### config.mk
export PLATFORM = sky130hd
export DESIGN_NAME = uart_tx
export DESIGN_NICKNAME = d
export VERILOG_FILES = /design/src/rtl/uart_pkg.sv /design/src/rtl/uart_baud_cnt.sv /design/src/rtl/uart_tx.sv
export SDC_FILE = /design/constraint.sdc
export NUM_CORES = 1
export LEC_CHECK = 0
export BUFFER_PORTS_ARGS = -buffer_cell sky130_fd_sc_hd__buf_2
export CAP_MARGIN = 30
export CORE_MARGIN = 2
export CORE_UTILIZATION = 25
export CTS_BUF_LIST = sky130_fd_sc_hd__clkbuf_8 sky130_fd_sc_hd__clkbuf_16
export CTS_CLUSTER_DIAMETER = 60
export DETAILED_ROUTE_END_ITERATION = 10
export PLACE_DENSITY_LB_ADDON = 0.2
export SLEW_MARGIN = 20
export SYNTH_ARGS = -nofsm -noshare
export SYNTH_HDL_FRONTEND = slang
export SYNTH_HIERARCHICAL = 1
export SYNTH_SLANG_ARGS = --single-unit
### constraint.sdc
create_clock -name clk -period 12.1 [get_ports clk]
set_clock_uncertainty 0.15 [all_clocks]
set_input_delay 2.42 -clock clk [delete_from_list [all_inputs] [get_ports clk]]
set_output_delay 2.42 -clock clk [all_outputs]
set_load 0.03 [all_outputs]
### src/rtl/uart_pkg.sv
// Shared UART definitions: FSM state encoding, data width and line levels.
package uart_pkg;

    typedef enum logic [2:0] {
        StIdle,
        StStart,
        StData,
        StParity,
        StStop
    } uart_state_e;

    localparam int unsigned UART_DATA_BITS = 8;

    localparam logic LINE_IDLE  = 1'b1;
    localparam logic LINE_START = 1'b0;
    localparam logic LINE_STOP  = 1'b1;

endpackage

### src/rtl/uart_baud_cnt.sv
// Baud-period down-counter: counts CLKS_PER_BAUD-1 .. 0 while enabled, ticks
// on 0 and reloads itself. An explicit reload restarts a full bit period.
module uart_baud_cnt #(
    parameter int unsigned CLKS_PER_BAUD = 868
) (
    input  logic clk,
    input  logic rst,
    input  logic en,
    input  logic reload,
    output logic tick
);

    localparam int unsigned CntW = $clog2(CLKS_PER_BAUD);
    localparam logic [CntW-1:0] CntMax = CntW'(CLKS_PER_BAUD - 1);

    logic [CntW-1:0] cnt_q, cnt_d;

    // Next count: reload wins, otherwise count down and wrap at zero.
    always_comb begin
        cnt_d = cnt_q;
        if (reload) begin
            cnt_d = CntMax;
        end else if (en) begin
            cnt_d = (cnt_q == '0) ? CntMax : cnt_q - CntW'(1);
        end
    end

    // Counter register.
    always_ff @(posedge clk or posedge rst) begin
        if (rst) begin
            cnt_q <= '0;
        end else begin
            cnt_q <= cnt_d;
        end
    end

    assign tick = en && (cnt_q == '0);

endmodule

### src/rtl/uart_tx.sv
// UART transmitter draining a first-word-fall-through FIFO, LSB first.
// Define UART_TX_PARITY_EN to insert an even parity bit before the stop bit.
module uart_tx
    import uart_pkg::*;
#(
    parameter int unsigned CLKS_PER_BAUD = 868
) (
    input  logic       clk,
    input  logic       i_reset,
    input  logic       i_empty,
    input  logic [7:0] i_data,
    output logic       o_rd,
    output logic       o_tx,
    output logic       o_busy
);

    uart_state_e               state_q, state_d;
    logic [UART_DATA_BITS-1:0] shift_q, shift_d;
    logic [2:0]                bit_idx_q, bit_idx_d;
    logic                      tx_q, tx_d;
    logic                      rd_q;
    logic                      capture;
    logic                      tick;
`ifdef UART_TX_PARITY_EN
    logic                      par_q, par_d;
`endif

    uart_baud_cnt #(
        .CLKS_PER_BAUD(CLKS_PER_BAUD)
    ) u_baud_cnt (
        .clk    (clk),
        .rst    (i_reset),
        .en     (state_q != StIdle),
        .reload (capture),
        .tick   (tick)
    );

    // Next-state and next line level; a capture can start a frame from IDLE or
    // straight out of the last stop cycle, giving zero-gap back-to-back frames.
    always_comb begin
        state_d   = state_q;
        shift_d   = shift_q;
        bit_idx_d = bit_idx_q;
        tx_d      = tx_q;
        capture   = 1'b0;
`ifdef UART_TX_PARITY_EN
        par_d     = par_q;
`endif
        case (state_q)
            StIdle: begin
                tx_d = LINE_IDLE;
                if (!i_empty) capture = 1'b1;
            end
            StStart: begin
                if (tick) begin
                    state_d = StData;
                    tx_d    = shift_q[0];
                end
            end
            StData: begin
                if (tick) begin
                    if (bit_idx_q == 3'(UART_DATA_BITS - 1)) begin
                        bit_idx_d = '0;
`ifdef UART_TX_PARITY_EN
                        state_d   = StParity;
                        tx_d      = par_q;
`else
                        state_d   = StStop;
                        tx_d      = LINE_STOP;
`endif
                    end else begin
                        shift_d   = shift_q >> 1;
                        tx_d      = shift_q[1];
                        bit_idx_d = bit_idx_q + 3'd1;
                    end
                end
            end
            StParity: begin
`ifdef UART_TX_PARITY_EN
                if (tick) begin
                    state_d = StStop;
                    tx_d    = LINE_STOP;
                end
`else
                state_d = StIdle;
                tx_d    = LINE_IDLE;
`endif
            end
            StStop: begin
                if (tick) begin
                    if (!i_empty) begin
                        capture = 1'b1;
                    end else begin
                        state_d = StIdle;
                        tx_d    = LINE_IDLE;
                    end
                end
            end
            default: begin
                state_d = StIdle;
                tx_d    = LINE_IDLE;
            end
        endcase

        if (capture) begin
            state_d   = StStart;
            shift_d   = i_data;
            bit_idx_d = '0;
            tx_d      = LINE_START;
`ifdef UART_TX_PARITY_EN
            par_d     = ^i_data;
`endif
        end
    end

    // Frame state, line and pop strobe registers.
    always_ff @(posedge clk or posedge i_reset) begin
        if (i_reset) begin
            state_q   <= StIdle;
            shift_q   <= '0;
            bit_idx_q <= '0;
            tx_q      <= LINE_IDLE;
            rd_q      <= 1'b0;
        end else begin
            state_q   <= state_d;
            shift_q   <= shift_d;
            bit_idx_q <= bit_idx_d;
            tx_q      <= tx_d;
            rd_q      <= capture;
        end
    end

`ifdef UART_TX_PARITY_EN
    // Parity of the captured byte, held for the whole frame.
    always_ff @(posedge clk or posedge i_reset) begin
        if (i_reset) begin
            par_q <= 1'b0;
        end else begin
            par_q <= par_d;
        end
    end
`endif

    assign o_tx   = tx_q;
    assign o_rd   = rd_q;
    assign o_busy = (state_q != StIdle);

endmodule

After elaboration in Yosys (flattened, before gate mapping):

Index checks and enable logic that the tools add are counted.

* register bits: 26
* bits in latches: 0
* RAM bits: 0
* ROM bits: 0
* output and inout port bits: 3
* memories kept: 0

* $add $sub $neg: 2
* multipliers: 0
* divide/modulo/power cells: 0
* $lt $le $gt $ge: 0
* equal/unequal tests: 11
* shift-type cells: 0
* mux-type cells: 28
* bitwise logic cells: 0
* reduce and logical (&&, ||, !) cells: 11

Operator list (number)
* $mux W8: 4
* $mux W10: 3
* $mux W3: 10
* $ne A3 B3 Y1 const B: 5
* $pmux W3 S4: 1
* $logic_not A10 Y1: 1
* $sub A10 B1 Y10 const B: 1
* $mux W1: 8
* $eq A3 B3 Y1 const B: 2
* $reduce_and A6 Y1: 1
* $reduce_bool A2 Y1: 3
* $ne A2 B2 Y1 const B: 2
* $reduce_and A4 Y1: 1
* $add A3 B1 Y3 const B: 1
* $eq A3 B1 Y1 const B: 1
* $eq A3 B2 Y1 const B: 1
* $logic_not A3 Y1: 1
* $pmux W1 S3: 1
* $reduce_and A3 Y1: 1
* $reduce_bool A3 Y1: 1
* $pmux W1 S2: 1
* $reduce_and A2 Y1: 1
* $logic_and A1 B1 Y1: 1

Depth between registers and ports, before layout:

* word-level depth: 6
* mapped depth: 14
* gate-level depth less buffers: 10

Modules after synthesis:

Netlist, hierarchy kept.

By module, submodules not included
* uart_tx: instances 1, cells each 86, area each 870.8 um^2, seq. area each 401.6 um^2
* uart_baud_cnt: instances 1, cells each 64, area each 613.1 um^2, seq. area each 250.2 um^2

Least setup slack after synthesis:

Ideal clock, no wire load.

* path kind: input-to-reg
* start point: input i_empty
* end point: register u_baud_cnt.cnt_q[5]
* library setup time: 0.131 ns
* data arrival time: 4.214 ns
* data required time: 11.819 ns
* path slack: 7.605 ns
* stages: 9
* cells stage by stage: or2_1 -> clkbuf_1 -> or3_1 -> buf_6 -> clkinv_2 -> clkbuf_1 -> nor2_1 -> o31a_1 -> or3_1

* longest elaborated chain between the ends: 4
* elaborated cells between the ends (all ways): 5
* classes of those cells: mux: 4; reduce/logical: 1

Ends and longest elaborated chain
* start: declaration: line uart_tx.sv:10 `input logic i_empty,`
* $mux W1 *: line uart_tx.sv:52, uart_tx.sv:91
* $mux W1: line uart_tx.sv:90 `if (tick) begin`
* $pmux W1 S2 *: line uart_tx.sv:49 `case (state_q)`
* net capture: line uart_tx.sv:22 `logic capture;`
* $mux W10 or $reduce_bool A2 Y1 (tied branches)
* end signal: assignment: line uart_baud_cnt.sv:33 `cnt_q <= cnt_d;`
* end: declaration: line uart_baud_cnt.sv:16 `logic [CntW-1:0] cnt_q, cnt_d;`

The timed path passes the listed nets; every way through them passes the cells marked *.
A chain may end at the register's enable or synchronous reset.

Worst setup path in the final report:

Ends and elaborated chain as after synthesis.

==> impl_metrics.py <==
metrics = {
    "logic_synthesis": {
        "ys_seq_area_share_pct": 43.93,
        "synth_cell_types": 48,
        "syn_avg_cell_area_sq_um": 9.893,
        "dominantRegCellSynth": "dfrtp_1",
        "ys_ff_latch": 26,
        "async_reset_ff_share_pct": 100.0,
        "synth_edf_count": 0,
        "syn_area_sq_um": 1484,
        "synth_warnings": 6,
        "syn_inst": 150,
        "synthesis.nets": 164,
    },
    "drt": {
        "drtAntennaViolNets": 0,
        "drt_iter0_markers": 25,
        "route.detailed.drc": 0,
        "vias_per_cell": 5.109,
        "routed-via-count": 1175,
        "wire_per_inst_um": 13.80,
        "routed_wl_um": 3175,
        "firstDrtPassIters": 4,
    },
    "sta": {
        "tightest_slew_ps": 639.7,
        "fin_crit_ps": 4198,
        "finalSetupViolations": 0,
        "post-route-period-util_pct": 34.69,
        "grt_setup_unrepaired": "false",
        "fmax_ghz": 0.2382,
        "slew_viol_final": 0,
        "slew_headroom_pct": 57.31,
        "setup_tns_ps": 0,
        "hold_violations": 0,
    },
    "floorplan": {
        "die_x_um": 81.05,
        "start_util_pct": 25.52,
        "dieArea_sq_um": 6568,
        "coreArea_sq_um": 5816,
        "fp.dieH_um": 81.05,
        "rows": 28,
        "ioPinCount": 14,
    },
    "cells_and_area": {
        "drive_gt1_share_pct": 14.84,
        "multi_input_area_sq_um": 705.7,
        "final-seq-area_sq_um": 651.9,
        "fin_area_sq_um": 1618,
        "final_cell_mix": "dfrtp_1 (25), buf_2 (13), nand2_1 (10)",
        "fill_cells": 650,
        "nets": 170,
        "n_antenna_cell": 0,
        "layout_commonest_cell": "dfrtp_1",
        "area_delta_synth_final_pct": 9.022,
    },
    "grt": {
        "grt_pass1_wl_um": 5575,
        "grtUsageTotal_pct": 10.73,
        "grt_pass1_vias": 1176,
        "antenna_found_initial": 0,
        "overflow": 0,
        "grt_max_degree": 17,
    },
    "setup_path": {
        "endpoint_kind": "register",
        "crit_fanout": 15,
        "path_class": "input pin to register",
        "start_kind": "input pin",
        "worst-endpoint-required_ps": 12100,
        "cpMostUsedCell": "or3_1",
        "cpPeakStageDelay_ps": 460,
        "cpLargestDelayFamily": "simple AND/OR/NAND/NOR gates",
        "worstPathBufferInverterCount": 2,
        "cp.arrival_ps": 4200,
        "path_cells": "buf_2 > or2_1 > or3_1 > clkinv_2 > nor2_1 > o31a_1 > or3_1",
        "slowest_stage": "or3_1",
    },
    "place": {
        "placed_area_sq_um": 1563,
        "hpwl_um": 2281,
        "io_buffers": 13,
        "gp_congestion": 0.8031,
    },
    "pwr": {
        "leakagePower_nw": 0.6609,
        "power.density_nw_per_um2": 220.7,
        "p_total_w": 0.0003571,
        "peakVddDrop_mv": 0.07607,
    },
    "outcome": {
        "status": "finished clean",
    },
    "cts": {
        "cts_resized": 0,
        "cts-root-buf": "clkbuf_8",
        "clk_pin_slew_ps": 90,
        "postCtsSetupRepairBufs": 0,
        "cts_hold_buf": 0,
        "cts.sinks": 26,
        "htreeDepth": 1,
        "numCtsBuffers": 3,
        "clock_path_buffers": 2,
        "cts_tree": "yes",
        "clk_latency_ps": 270,
    },
    "hold_path": {
        "hp-class": "register to register",
    },
    "job": {
        "maxCapViolations": 0,
    },
}
-- metal layers --
| layer | share of wire (%) | vias up | GRT usage [%] |
|---|---|---|---|
| met5 | 0 | - | 0 |
| met4 | 0.57 | 0 | 3.559 |
| met3 | 2.8 | 2 | 1.667 |
| met2 | 47 | 25 | 16.53 |
| met1 | 49 | 575 | 15.31 |
| li1 | - | 573 | - |
-- sequential cells by signal (all words and copies together), names as in the netlist --
register	count
state_q	3
shift_q	8
u_baud_cnt/cnt_q	10
o_rd	1
bit_idx_q	3
o_tx	1
-- cell type report --
cell class	instances	share of cell area [%]
Multi-Input combinational cell	101	43.62
Sequential cell	26	40.29
Timing Repair Buffer	14	4.486
Inverter	10	2.398
Clock buffer	4	3.403
Tap cell	75	5.800
-- metrics by stage --
step                      setup slack (ps)  util [%]  hold slack (ps)  instances
after floorplan                       7605         -            315.5        150
after global placement                7648     26.87            349.0        226
after detailed placement              7616     26.87            353.2        226
after CTS                             7893     27.82            379.4        230
after global routing                  7797     27.82            398.6        230
final                                 7902     27.82            373.5        230
-- path summary, 6_finish.rpt --
check                      startpoint                  end  slack [ps]  cells past startpoint
max                           i_empty  u_baud_cnt/cnt_q[5]        7900                      7
min                        shift_q[3]           shift_q[3]         370                      1
max reg2reg                state_q[1]  u_baud_cnt/cnt_q[5]        8330                     10
min reg2reg                shift_q[3]           shift_q[3]         370                      1
max in group asynchronous     i_reset           shift_q[3]        9300                      2
min in group asynchronous     i_reset  u_baud_cnt/cnt_q[4]        1980                      2
-- synth_stat cells, drive strengths merged (2+ instances only) --
| library cell | count | area, sq um |
|---|---|---|
| nand4bb | 2 | 22.52 |
| o21ai | 8 | 40.03 |
| a221o | 2 | 20.02 |
| nor4b | 2 | 17.52 |
| nor4 | 7 | 43.79 |
| a31oi | 4 | 25.02 |
| and3 | 2 | 12.51 |
| or4 | 3 | 26.27 |
| o31ai | 2 | 15.01 |
| nor3 | 3 | 15.01 |
| o221a | 2 | 22.52 |
| nand2 | 10 | 37.54 |
| clkbuf | 7 | 26.28 |
| a211o | 2 | 17.52 |
| nor2 | 8 | 30.03 |
| inv | 9 | 33.78 |
| xor2 | 2 | 17.52 |
| a21oi | 4 | 20.02 |
| ha | 3 | 37.54 |
| or3 | 8 | 50.05 |
| nand3 | 6 | 30.03 |
| nand4 | 2 | 12.51 |
| buf | 6 | 61.30 |
| dfrtp | 25 | 625.6 |
-- cells by family (layout without fill, tap and decap cells) --
family                     Yosys count  count (layout)  share of synthesized area (%)
AOI/OAI and AO/OA                   37              37                          19.82
muxes                                1               1                         0.6746
and+or+nand+nor                     57              57                          22.77
DFF                                 26              26                          43.93
adders and majority gates            3               3                          2.530
xor gates and xnor gates             3               3                          1.771
buffers and inverters               23              28                          8.515
-- report_power, final --
group	switching [W]	internal [W]	leakage, nW
Clock	0.0000276	0.0000291	0.0288
Sequential	0.0000368	0.000123	0.308
Combinational	0.0000784	0.0000620	0.324
Total	0.000143	0.000214	0.661
Note: power is estimated with default switching activity, not from simulation.
